==> src/rtl/timer_peripheral.sv <==
// timer_peripheral: memory-mapped 32-bit reload timer with a level interrupt.
// Registers (offset from BASE_ADDR): 0x0 TH reload, 0x4 TL count,
// 0x8 TCON {status, irq_en, count_en}, 0xC SYSTICK (read-only).
// Optional feature macro: TIMER_SYSTICK_EN adds a free-running SYSTICK counter;
// without it offset 0xC reads 0 and no SYSTICK flops exist.
module timer_peripheral #(
  parameter logic [31:0] BASE_ADDR = 32'h40000000
) (
  input  logic        clk,
  input  logic        reset,
  input  logic        rd,
  input  logic        wr,
  input  logic [31:0] addr,
  input  logic [31:0] wdata,
  output logic [31:0] rdata,
  output logic        irqout
);

  logic [31:0] th_reg, th_next;
  logic [31:0] tl_reg, tl_next;
  logic [2:0]  tcon_reg, tcon_next;
  logic [31:0] systick_val;

  logic        hit;
  logic [1:0]  offset;
  logic        wr_hit;
  logic        overflow;
  logic        status_set;
  logic        unused_addr_bits;

  assign hit              = (addr[31:4] == BASE_ADDR[31:4]);
  assign offset           = addr[3:2];
  assign wr_hit           = wr & hit;
  // Byte lane bits are don't-care for word registers.
  assign unused_addr_bits = ^addr[1:0];

  // Overflow and the status set it causes are judged on the pre-write TCON,
  // so a same-edge TCON write never suppresses this edge's count or interrupt.
  assign overflow   = tcon_reg[0] && (tl_reg == 32'hFFFFFFFF);
  assign status_set = overflow & tcon_reg[1];

  // Next-state: counting first, then bus writes override (TL write beats reload,
  // TH write only affects future reloads, status set survives a clearing write).
  always_comb begin
    th_next   = th_reg;
    tl_next   = tl_reg;
    tcon_next = {tcon_reg[2] | status_set, tcon_reg[1:0]};
    if (tcon_reg[0]) begin
      tl_next = overflow ? th_reg : tl_reg + 32'd1;
    end
    if (wr_hit) begin
      case (offset)
        2'd0:    th_next   = wdata;
        2'd1:    tl_next   = wdata;
        2'd2:    tcon_next = {wdata[2] | status_set, wdata[1:0]};
        default: ;
      endcase
    end
  end

  // Register bank with asynchronous clear.
  always_ff @(posedge clk or negedge reset) begin
    if (!reset) begin
      th_reg   <= '0;
      tl_reg   <= '0;
      tcon_reg <= '0;
    end else begin
      th_reg   <= th_next;
      tl_reg   <= tl_next;
      tcon_reg <= tcon_next;
    end
  end

`ifdef TIMER_SYSTICK_EN
  logic [31:0] systick_reg;

  // Free-running tick counter, independent of TCON, wraps naturally.
  always_ff @(posedge clk or negedge reset) begin
    if (!reset) begin
      systick_reg <= '0;
    end else begin
      systick_reg <= systick_reg + 32'd1;
    end
  end

  assign systick_val = systick_reg;
`else
  assign systick_val = 32'd0;
`endif

  // Combinational read mux; misses and idle cycles return zero.
  always_comb begin
    rdata = 32'd0;
    if (rd && hit) begin
      case (offset)
        2'd0:    rdata = th_reg;
        2'd1:    rdata = tl_reg;
        2'd2:    rdata = {29'd0, tcon_reg};
        default: rdata = systick_val;
      endcase
    end
  end

  assign irqout = tcon_reg[1] & tcon_reg[2];

endmodule
==> config.mk <==
export PLATFORM = sky130hd
export DESIGN_NAME = timer_peripheral
export DESIGN_NICKNAME = d
export VERILOG_FILES = /design/src/rtl/timer_peripheral.sv
export SDC_FILE = /design/constraint.sdc
export NUM_CORES = 1
export LEC_CHECK = 0
export CAP_MARGIN = 30
export CORE_MARGIN = 8
export CORE_UTILIZATION = 46
export CTS_CLUSTER_SIZE = 8
export DETAILED_ROUTE_END_ITERATION = 10
export GPL_ROUTABILITY_DRIVEN = 0
export PLACE_DENSITY_LB_ADDON = 0.05
export SETUP_SLACK_MARGIN = 0.1
export SYNTH_ARGS = -nofsm -noshare
export SYNTH_HDL_FRONTEND = slang
export SYNTH_SLANG_ARGS = --single-unit
==> constraint.sdc <==
create_clock -name clk -period 2.2 [get_ports clk]
set_clock_uncertainty 0.05 [all_clocks]
set_input_delay 0.22 -clock clk [delete_from_list [all_inputs] [get_ports clk]]
set_output_delay 0.22 -clock clk [all_outputs]
set_load 0.05 [all_outputs]
# After elaboration in Yosys (flattened, before gate mapping)
# Cells that the tools add are included.
# word_totals
inputBits	68
register_bits	67
# classes
n_bitwise	5
muxes	8
reduce_logical	5
add_sub_neg	1
eq_ne	4
# op_table
cell	count
$mux 32	5
$pmux 32 s3	1
$add 32x1->32 const B	1
$eq 32x32->1 const B	1
$eq 28x27->1 const B	1
$mux 3	2
$reduce_and 2->1	2
$and 1x1->1	3
$eq 2x1->1 const B	1
$eq 2x2->1 const B	1
$logic_and 1x1->1	2
$logic_not 2->1	1
$or 1x1->1	2

# Longest topological paths before layout
# logic_depth
depth_word	6
mapped_depth	9
ltp_nobuf	7

# Worst setup path after synthesis
# OpenSTA, ideal clock, no wires.
# synth_path
path_type	in2out
start	input addr[27]
end	output rdata[21]
n_path_buf	2
arrival_ns	2.616
path_slack_ns	-0.686
path_stages	8
path_cell_list	or4_4 > or3_4 > nor2_1 > nand2_1 > or2_1 > buf_2 > buf_2 > nor2_1
# synth_via
elab_chain_cells	3
# synth_lines
item	line_no	text
start: declaration	13	input logic [31:0] addr,
$eq 28x27->1	31	assign hit = (addr[31:4] == BASE_ADDR[31:4]);
$logic_and 1x1->1	94	if (rd && hit) begin
$mux 32	94	
end: declaration	15	output logic [31:0] rdata,
# Every way passes these cells.

# Final worst setup path
# layout_path
start	input addr[31]
end	output rdata[13]
# Same word-level chain as after synthesis.

==> implementation parameters <==
Parameter                              Value

Finish
  Final core occ ... approximately four fifths
  Area growth from synthesis to layout ... 67.4%
  Layout cells sized above 1 ... 38.7%
  Multi-input gate area in the final layout ... ~2900 um^2
  Final nets ... 708
  Combined flip-flop and latch cell area ... between 1500 and 2000 um^2
  Number of fill cells ... roughly 600
  Antenna Cells ... 0
  Finished Layout Cells ... between 700 and 800

Clock network
  Number of H-tree branching levels ... 3
  Clock tree from TritonCTS ... done
  Bufs on Longest Clock Path ... 2
  Clk slew on worst S/H paths ... 0.07 ns
  Number of CTS-inserted buffers ... 9
  Clock sink count ... 67
  Worst-skew pair later-pin latency ... ~0.35 ns
  Root cell of the clock tree ... clkbuf_8

Critical path
  WP buf/inv ... 4
  Cell type of the slowest stage on the worst timing path ... or4_4
  Crit end category ... primary output
  Critical-path cell list ... buf_6 -> or4_4 -> or3_4 -> nor2_4 -> nand2_2 -> or2_4 -> buf_12 -> buf_12 -> nor2_4 -> buf_12
  CP startpoint kind ... input port
  Biggest cell delay along the critical path ... between 0.5 and 0.6 ns
  Most used cell, CP ... buf_12
  Maximum fanout along the worst path ... 7
  Crit Path Category ... in2out
  Cell family contributing the most delay on the critical path ... simple AND/OR/NAND/NOR gates
  Data arrival time at the worst-slack endpoint ... around 2.2 ns
  Data required, critical path ... between 1.5 and 2 ns

Timing
  Total Negative Setup Slacks ... -10.78 ns
  Number of setup violations in the final report ... 61
  Final Cycle Share ... 114%
  Final Max Tran Viols ... 0
  Tightest Pin Transition ... 0.519 ns
  Unrepaired setup endpoints after global routing ... true
  Total count of hold-check failures in the final report ... 0
  Post-route setup slack ... -0.311 ns
  Worst slew margin ... approximately 65%
  Highest achievable clock rate ... 0.398 GHz
  Shortest period the worst path allows ... approximately 2.5 ns
  Hold slack ... between 0.3 and 0.4 ns

Pwr
  Leakage power figure ... ~3.0 nW
  Overall Power ... 0.00259 W
  Power density cells ... between 300 and 400 nW/um^2
  Peak supply drop ... slightly below 0.3 mV

Synthesis
  Gate count after technology mapping ... ~480
  Synth warnings ... 0
  Post-Syn Nets ... 544
  Share of synthesized registers carrying an async set or reset ... 100%
  Number of distinct library cell variants in the gate-level netlist after synthesis ... between 50 and 60
  Dominant synthesized flop cell ... dfrtp_1
  Leading area contributor after synthesis ... dfrtp_1
  Netlist Area Pre-Place ... 4260 um^2
  Flop and latch count out of synthesis ... 67
  Mean area per synthesized cell ... 8.97 um^2
  Count of flip-flops with a built-in enable after synthesis ... 0
  Top-area cell type share of the netlist area ... roughly 39%
  Dominant cells by area after synthesis ... dfrtp_1 39%, mux2i_1 8.0%, mux2_2 7.9%
  Sequential cell area fraction in the yosys report ... approximately 39%

GRT
  Global router's overall resource usage ... about a quarter
  First-pass GRT wire length ... approximately 24 mm
  Largest net degree at the start of global routing ... 25
  Via count of the first global-routing pass ... around 4,600
  Total congestion overflow after global routing ... 0
  Initial antenna violation count ... 0

Route
  Overall routed net length ... 15.4 mm
  Drt pass-1 iters ... 7
  Final ANT Viol Nets ... 0
  Drt via density ... 5.95
  Initial DRC Count ... roughly 310
  Average routed wire per standard cell ... around 20 um
  Via Count ... between 4,000 and 5,000
  Number of design rule violations left after detail routing ... 0

Floorplanning
  Die area ... 12,600 um^2
  Initial standard-cell utilization of the core ... 46.8%
  Die width ... around 110 um
  Rows ... 35
  Chip height ... between 100 and 150 um
  Number of placed I/O pins ... around 100
  Standard cell core area ... 9110 um^2

Placement
  Number of buffers added on ports ... 98
  HPWL reported at the end of detailed placement ... approximately 10 mm
  Cells after DPL ... 717

Run
  Max-cap violation count ... 0

Worst hold path
  Class of the most critical hold timing path ... in2async

Status
  Violations in the final reports ... setup timing
  Status ... complete, but fails checks
[timing repair]
item | 4_1_cts | 5_1_grt
resized for setup | 73 | 55
cloned | 4 | 2
pin swaps | 13 | 9
hold endpoints to repair | 19 | 0
endpoints found under the setup margin | 99 | 89
hold buffers | 1 | 0
setup buffers | 22 | 5
[cell usage after synthesis, drive strengths merged (7+ instances only)]
cell    instances
a31oi           9
mux2           30
and3            9
dfrtp          67
mux2i          34
xor2            7
nand2          50
buf            15
nor4            8
nand3          18
nand4          15
xnor2           7
nor2           72
a21oi          25
inv            11
o211ai         13
o21ai          17
clkbuf         15
[final timing paths]
| kind | depth (start not counted) | startpoint | slack [ns] | to |
|---|---|---|---|---|
| setup / recovery | 10 | addr[31] | -0.31 | rdata[13] |
| hold / removal | 2 | reset | 0.31 | th_reg[11]$_DFFE_PN0P_ |
| setup reg to reg | 7 | tl_reg[12]$_DFF_PN0_ | 0.11 | tl_reg[27]$_DFF_PN0_ |
| hold reg to reg | 1 | th_reg[22]$_DFFE_PN0P_ | 0.49 | th_reg[22]$_DFFE_PN0P_ |
| max in group asynchronous | 3 | reset | 1.09 | tl_reg[2]$_DFF_PN0_ |
| min in group clk | 3 | wdata[4] | 0.40 | th_reg[4]$_DFFE_PN0P_ |
[metrics by stage]
stage | area [um^2] | setup WS (ns)
floorplan | 4570 | -0.263
global placement | 6340 | -0.554
detailed placement | 6340 | -0.587
CTS | 6880 | -0.319
global route | 7130 | -0.396
finish | 7130 | -0.311
[cell families (layout without fill, tap and decap cells)]
| family | Yosys count | count (layout) | share of synthesized area, % |
|---|---|---|---|
| AND/OR/NAND/NOR | 201 | 201 | 23.6 |
| AO/OA/AOI/OAI | 87 | 87 | 13.3 |
| flip-flops | 67 | 67 | 39.4 |
| multiplexers | 64 | 64 | 15.9 |
| buffers and inverters | 41 | 210 | 4.58 |
| XOR/XNOR | 14 | 14 | 2.88 |
| adder cells (fa/ha/maj) | 1 | 1 | 0.294 |
[area by class of cell]
type / count / area share [%]
Multi-Input combinational cell: 367 / 40.8
Clock inverter: 5 / 1.09
Inverter: 11 / 0.579
Timing Repair Buffer: 183 / 30.2
Sequential cell: 67 / 23.5
Clock buffer: 11 / 1.84
Tap cell: 111 / 1.95
[per-layer routing]
layer | up-vias | track usage [%] | share of wire, %
met5 | - | 0 | 0
met4 | 0 | 6.74 | 2.3
met3 | 31 | 4.56 | 6.5
met2 | 189 | 41.4 | 51
met1 | 2217 | 28.2 | 40
li1 | 2056 | - | -
[layout by cell type (no fill, tap or decap), types with 8 or more instances in the layout]
cell | Yosys | layout
nor2_1 | 72 | 22
buf_6 | 2 | 8
a21oi_1 | 23 | 21
nand4_1 | 15 | 15
nand3_1 | 17 | 13
o21ai_1 | 3 | 8
nor2_2 | 0 | 12
buf_4 | 4 | 63
mux2_4 | 0 | 25
mux2i_1 | 34 | 34
nand2_1 | 50 | 48
clkdlybuf4s50_1 | 0 | 50
and3_1 | 9 | 8
inv_1 | 11 | 11
o211ai_1 | 13 | 13
buf_12 | 0 | 41
o21ai_0 | 14 | 8
dfrtp_1 | 67 | 67
clkbuf_8 | 0 | 9
nor2_4 | 0 | 38
a31oi_1 | 9 | 9
[power by group]
| group | switching, W | total, W | internal, W |
|---|---|---|---|
| registers | 0.0000000167 | 0.00123 | 0.00123 |
| clock network | 0.000488 | 0.00112 | 0.000635 |
| logic | 0.000105 | 0.000232 | 0.000127 |
Power figures use the tool's default switching activity.
==> edit 1 (config.mk and constraints unchanged) <==
Add a define of `TIMER_SYSTICK_EN`.
--- a/src/rtl/timer_peripheral.sv
+++ b/src/rtl/timer_peripheral.sv
@@ -3,6 +3,8 @@
 // 0x8 TCON {status, irq_en, count_en}, 0xC SYSTICK (read-only).
 // Optional feature macro: TIMER_SYSTICK_EN adds a free-running SYSTICK counter;
 // without it offset 0xC reads 0 and no SYSTICK flops exist.
+`define TIMER_SYSTICK_EN
+
 module timer_peripheral #(
   parameter logic [31:0] BASE_ADDR = 32'h40000000
 ) (
Behaviour: not the same (Yosys sat finds a counterexample within 4 cycles, from zero or initial values and one cycle with reset low).
==> edit 1 against the original RTL <==
Global-route usage shrank 1.2 points; routed wire length rose by 18%; worst setup slack better by 0.45 ns; first-iteration DRC count rose by 2.9%; sequential cell count up 32; die area rose by 34%; core utilization is 11 points lower; clock power increased by 29%; critical endpoint is now rdata[29]; fmax grew 22%; cell area up 19%; synthesized area grew 40%; total power grew 37%.
==> edit 1: results (changes against the original RTL) <==
share of cells above drive strength 1=28.22% (-10 points); Peak VDD IR=0.3950 mV (+34%); mean routed wirelength per cell=19.46 um (-4.6%); ant diodes=0 (unchanged); Longest Clk Path Bufs=2 (unchanged); DRC viols=0 (unchanged); Critical Path Fanout Max=7 (unchanged); post-synth cell types=57 (+12%); Num CTS Buffers=9 (unchanged); Reg clk slew, reported paths=0.06 ns; Hold WS=0.3208 ns (+0.01341 ns); Lkg Pwr=3.819 nW (+28%); relative slew slack=66.86% (+1.6 points); initial antenna violation count=0 (unchanged); HP Class=in -> async; Primary FF master, synth=dfrtp_1; via count=5383 (+20%); FF-to-FF Start=systick_reg[4]$_DFF_PN0_; Worst Setup SP=addr[31]; average cell area after synthesis=9.541 sq um (+6.4%); met3 GRT Util=5.182% (+0.62 points); gr usage total=22.19% (-1.2 points); Syn Nets=697 (+28%); Final Critical Period=2.062 ns (-0.4487 ns); warnings from Yosys=0 (unchanged); first-pass GRT wire length=29170 um (+22%); Root Buffer Master=clkbuf_16; CP max stage cell=nor4_2; total wire length=18170 um (+18%); Placed Instances=907 (+26%); outcome=finished, final reports clean; Worst-Skew Late Latency=0.36 ns; Seq/Total Area, Yosys=41.41% (+2.0 points); final setup vio count=0 (-100%); vias in the first global route=5625 (+22%); H-Tree Level Count=3 (unchanged); fraction of registers with async set/reset=100.0% (unchanged); synth cell count leaders=dfrtp_1, nor2_1, nand2_1; IO buf count=98 (unchanged); top cells by area, synth=dfrtp_1, mux2i_1, mux2_2, nor2_1, xnor2_1; DR pass1 iterations=5 (-2); reg-to-reg slack, setup=0.15 ns (+0.04 ns); largest net degree at the start of global routing=50 (+100%); met1 usage=26.45% (-1.8 points); final net count=827 (+17%); DP HPWL=12940 um (+27%); CP arrival=1.79 ns (-0.45 ns); family with the most delay on the worst path=simple AND/OR/NAND/NOR gates; met2 usage in global routing=38.39% (-3.0 points); post-place setup slack=-0.2693 ns (+0.3177 ns); CP peak stage delay=0.30 ns (-0.22 ns); initial drt markers=317 (+2.9%)
edit 1: changes by cell type in the layout (fill, tap and decap cells not counted), moves of 17 or more:
cell / change
mux2_4: -21
xnor2_1: +28
nand3_1: +17
dfrtp_1: +30
mux2_2: +29
a21oi_1: +19
nor2_1: +31
edit 1: routing by layer:
metal	share of wire, %	vias to the layer above
met1	41	2675
met4	2.6	0
met3	6.4	34
met5	0	-
met2	50	169
li1	-	2505
edit 1: cells by family after synthesis:
logic type / after synthesis / synth area share, %
AND/OR/NAND/NOR: 254 / 22.13
flip-flops: 99 / 41.41
buffers and inverters: 48 / 3.995
AO/OA/AOI/OAI: 98 / 10.21
XOR/XNOR: 44 / 6.442
multiplexers: 82 / 15.39
adder cells (fa/ha/maj): 2 / 0.4183
edit 1: path summary, 6_finish.rpt:
| check | end | depth (start not counted) |
|---|---|---|
| setup / recovery | rdata[29] | 8 |
| hold / removal | th_reg[25]$_DFFE_PN0P_ | 2 |
| setup reg to reg | systick_reg[29]$_DFF_PN0_ | 6 |
| hold reg to reg | systick_reg[31]$_DFF_PN0_ | 1 |
| max in group asynchronous | tl_reg[2]$_DFF_PN0_ | 3 |
| min in group clk | tl_reg[26]$_DFF_PN0_ | 3 |
edit 1: what timing repair did:
action	4_1_cts	5_1_grt
pin swaps	12	5
gates cloned	2	1
setup endpoints to repair	34	87
buffers inserted	5	2
endpoints found under the hold margin	31	0
hold buffers	1	0
gates resized for setup	84	37
edit 1: area by class of cell:
class                   count  area [sq um]
flip-flops and latches     99          2480
clock inverters             2         12.51
fillers                  1033          4177
clock buffers              14         244.0
multi-input cells         480          3608
inverters                   9         33.78
repair buffers            158          1901
well taps                 172         215.2
edit 1: power by group:
part	total [mW]	internal (mW)	switching [mW]
Combinational	0.273	0.133	0.140
Sequential	1.82	1.82	0.0000289
Clock	1.45	0.768	0.686
Total	3.55	2.72	0.826
edit 1: metrics by stage:
step	cell area (sq um)	power, mW	TNS [ns]
3_5_place_dp	7716	2.121	-13.91
2_1_floorplan	5982	1.926	-0.8898
6_report	8494	3.547	0
4_1_cts	8324	3.572	0
5_1_grt	8494	3.666	0
3_3_place_gp	7716	2.117	-10.61
==> edit 2 (same settings) <==
Made on the original files. `th_reg` no longer has a reset.
--- a/src/rtl/timer_peripheral.sv
+++ b/src/rtl/timer_peripheral.sv
@@ -61,14 +61,16 @@
   // Register bank with asynchronous clear.
   always_ff @(posedge clk or negedge reset) begin
     if (!reset) begin
-      th_reg   <= '0;
       tl_reg   <= '0;
       tcon_reg <= '0;
     end else begin
-      th_reg   <= th_next;
       tl_reg   <= tl_next;
       tcon_reg <= tcon_next;
     end
+  end
+
+  always_ff @(posedge clk) begin
+    th_reg <= th_next;
   end
 
 `ifdef TIMER_SYSTICK_EN
Behaviour: not the same (a bounded check fails within 4 cycles, from zero or initial values and one cycle with reset low).
==> edit 2 against the original RTL <==
Routed wire length decreased by 13%; sequential cell count unchanged; worst setup slack improved by 0.48 ns; sequential power increased by 7%; first-iteration DRC count decreased by 13%; cell area decreased by 9.0%; critical path depth decreased by 3; die area decreased by 0.29%; total power decreased by 1.8%; global-route usage decreased by 1.9 points; synthesized area decreased by 0.32%; highest routed layer unchanged.
==> edit 2: results (changes against the original RTL) <==
outcome=finished, final reports clean; Non-clock buffers, area share=27.81% (-2.4 points); ant diodes=0 (unchanged); Least-Margin Pin Slew=0.5108 ns (-0.008556 ns); multi-input logic area=0.002467 sq mm (-15%); DR pass1 iterations=5 (-2); fillers=711 (+18%); fraction of registers with async set/reset=52.24% (-48 points); Critical Path Fanout Max=9 (+2); Seq/Total Area, Yosys=43.27% (+3.9 points); vias in the first global route=4343 (-5.9%); first-pass GRT wire length=21660 um (-9.2%); number of non-clock buffers in the layout=159 (-13%); HP Class=in -> async; met2 usage in global routing=34.05% (-7.3 points); reg2reg end=tl_reg[3]$_DFF_PN0_; Via density=5.919 (-0.53%); share of cells above drive strength 1=33.79% (-4.9 points); DP HPWL=9095 um (-11%); Syn Nets=507 (-6.8%); CP arrival=2.21 ns (-0.03 ns); Post-CTS Setup Inserts=7 (-68%); reg-to-reg slack, setup=0.17 ns (+0.06 ns); gr usage total=21.56% (-1.9 points); met1 usage=27.41% (-0.79 points); Seq/total area=28.35% (+4.8 points); Final clock-cell share=2.854% (-0.077 points); post-synth cell types=54 (+5.9%); synth cell count leaders=nor2_1, mux2i_1, dfrtp_1; post_cts resized=67 (-8.2%); sequential cell count=67 (unchanged); inverters=14 (+3); final net count=647 (-8.6%); Peak VDD IR=0.3063 mV (+3.9%); number of synthesized flops with an enable pin=32 (+32)
[edit 2: metal layers]
layer | wire length, um | part of all wire (%)
met1 | 5841 | 44
met2 | 6248 | 47
met3 | 1013 | 7.6
met4 | 308 | 2.3
met5 | 0 | 0
[edit 2: stage by stage]
stage,setup TNS [ns],area (sq um),std cells,setup WS [ns],hold WS [ns]
final,0,6487,694,0.1693,0.2646
after global routing,0,6487,694,0.08469,0.3072
after CTS,0,6511,691,0.09536,0.2705
after detailed placement,-4.496,6091,665,-0.1478,0.4658
after global placement,-0.9461,6091,665,-0.07640,0.4468
after floorplan,-9.053,4412,438,-0.2829,-0.1256
[edit 2: cell families after synthesis]
group | synth area share [%]
mux | 10.20
simple gates | 25.17
buf+inv | 5.452
flops | 43.27
xor+xnor | 2.270
fa+ha+maj | 0.2947
compound gates | 13.35
[edit 2: power by group]
part           switching [mW]  total (mW)  internal, mW
sequential           0.000108        1.31          1.31
combinational          0.0955       0.213         0.118
clock                   0.494        1.01         0.521
[edit 2: critical path: stages, from the launching register on]
cell and delay [ns]:
dfrtp_1 0.36, ha_1 0.21, nand3_2 0.14, nor3_4 0.34, nand4_4 0.23, buf_4 0.26
mux2i_1 0.19, o211ai_1 0.11
[edit 2: worst max-delay path by stage]
stage	startpoint	to	slack (ns)	cells after the start
global route	tl_reg[0]$_DFF_PN0_	tl_reg[4]$_DFF_PN0_	0.08	7
CTS	addr[23]	rdata[9]	0.1	10
finish	tl_reg[0]$_DFF_PN0_	tl_reg[3]$_DFF_PN0_	0.17	7
floorplan	addr[13]	th_reg[0]$_DFFE_PP_	-0.28	4
detailed placement	addr[13]	tl_reg[27]$_DFF_PN0_	-0.15	8
global placement	addr[13]	rdata[3]	-0.08	8
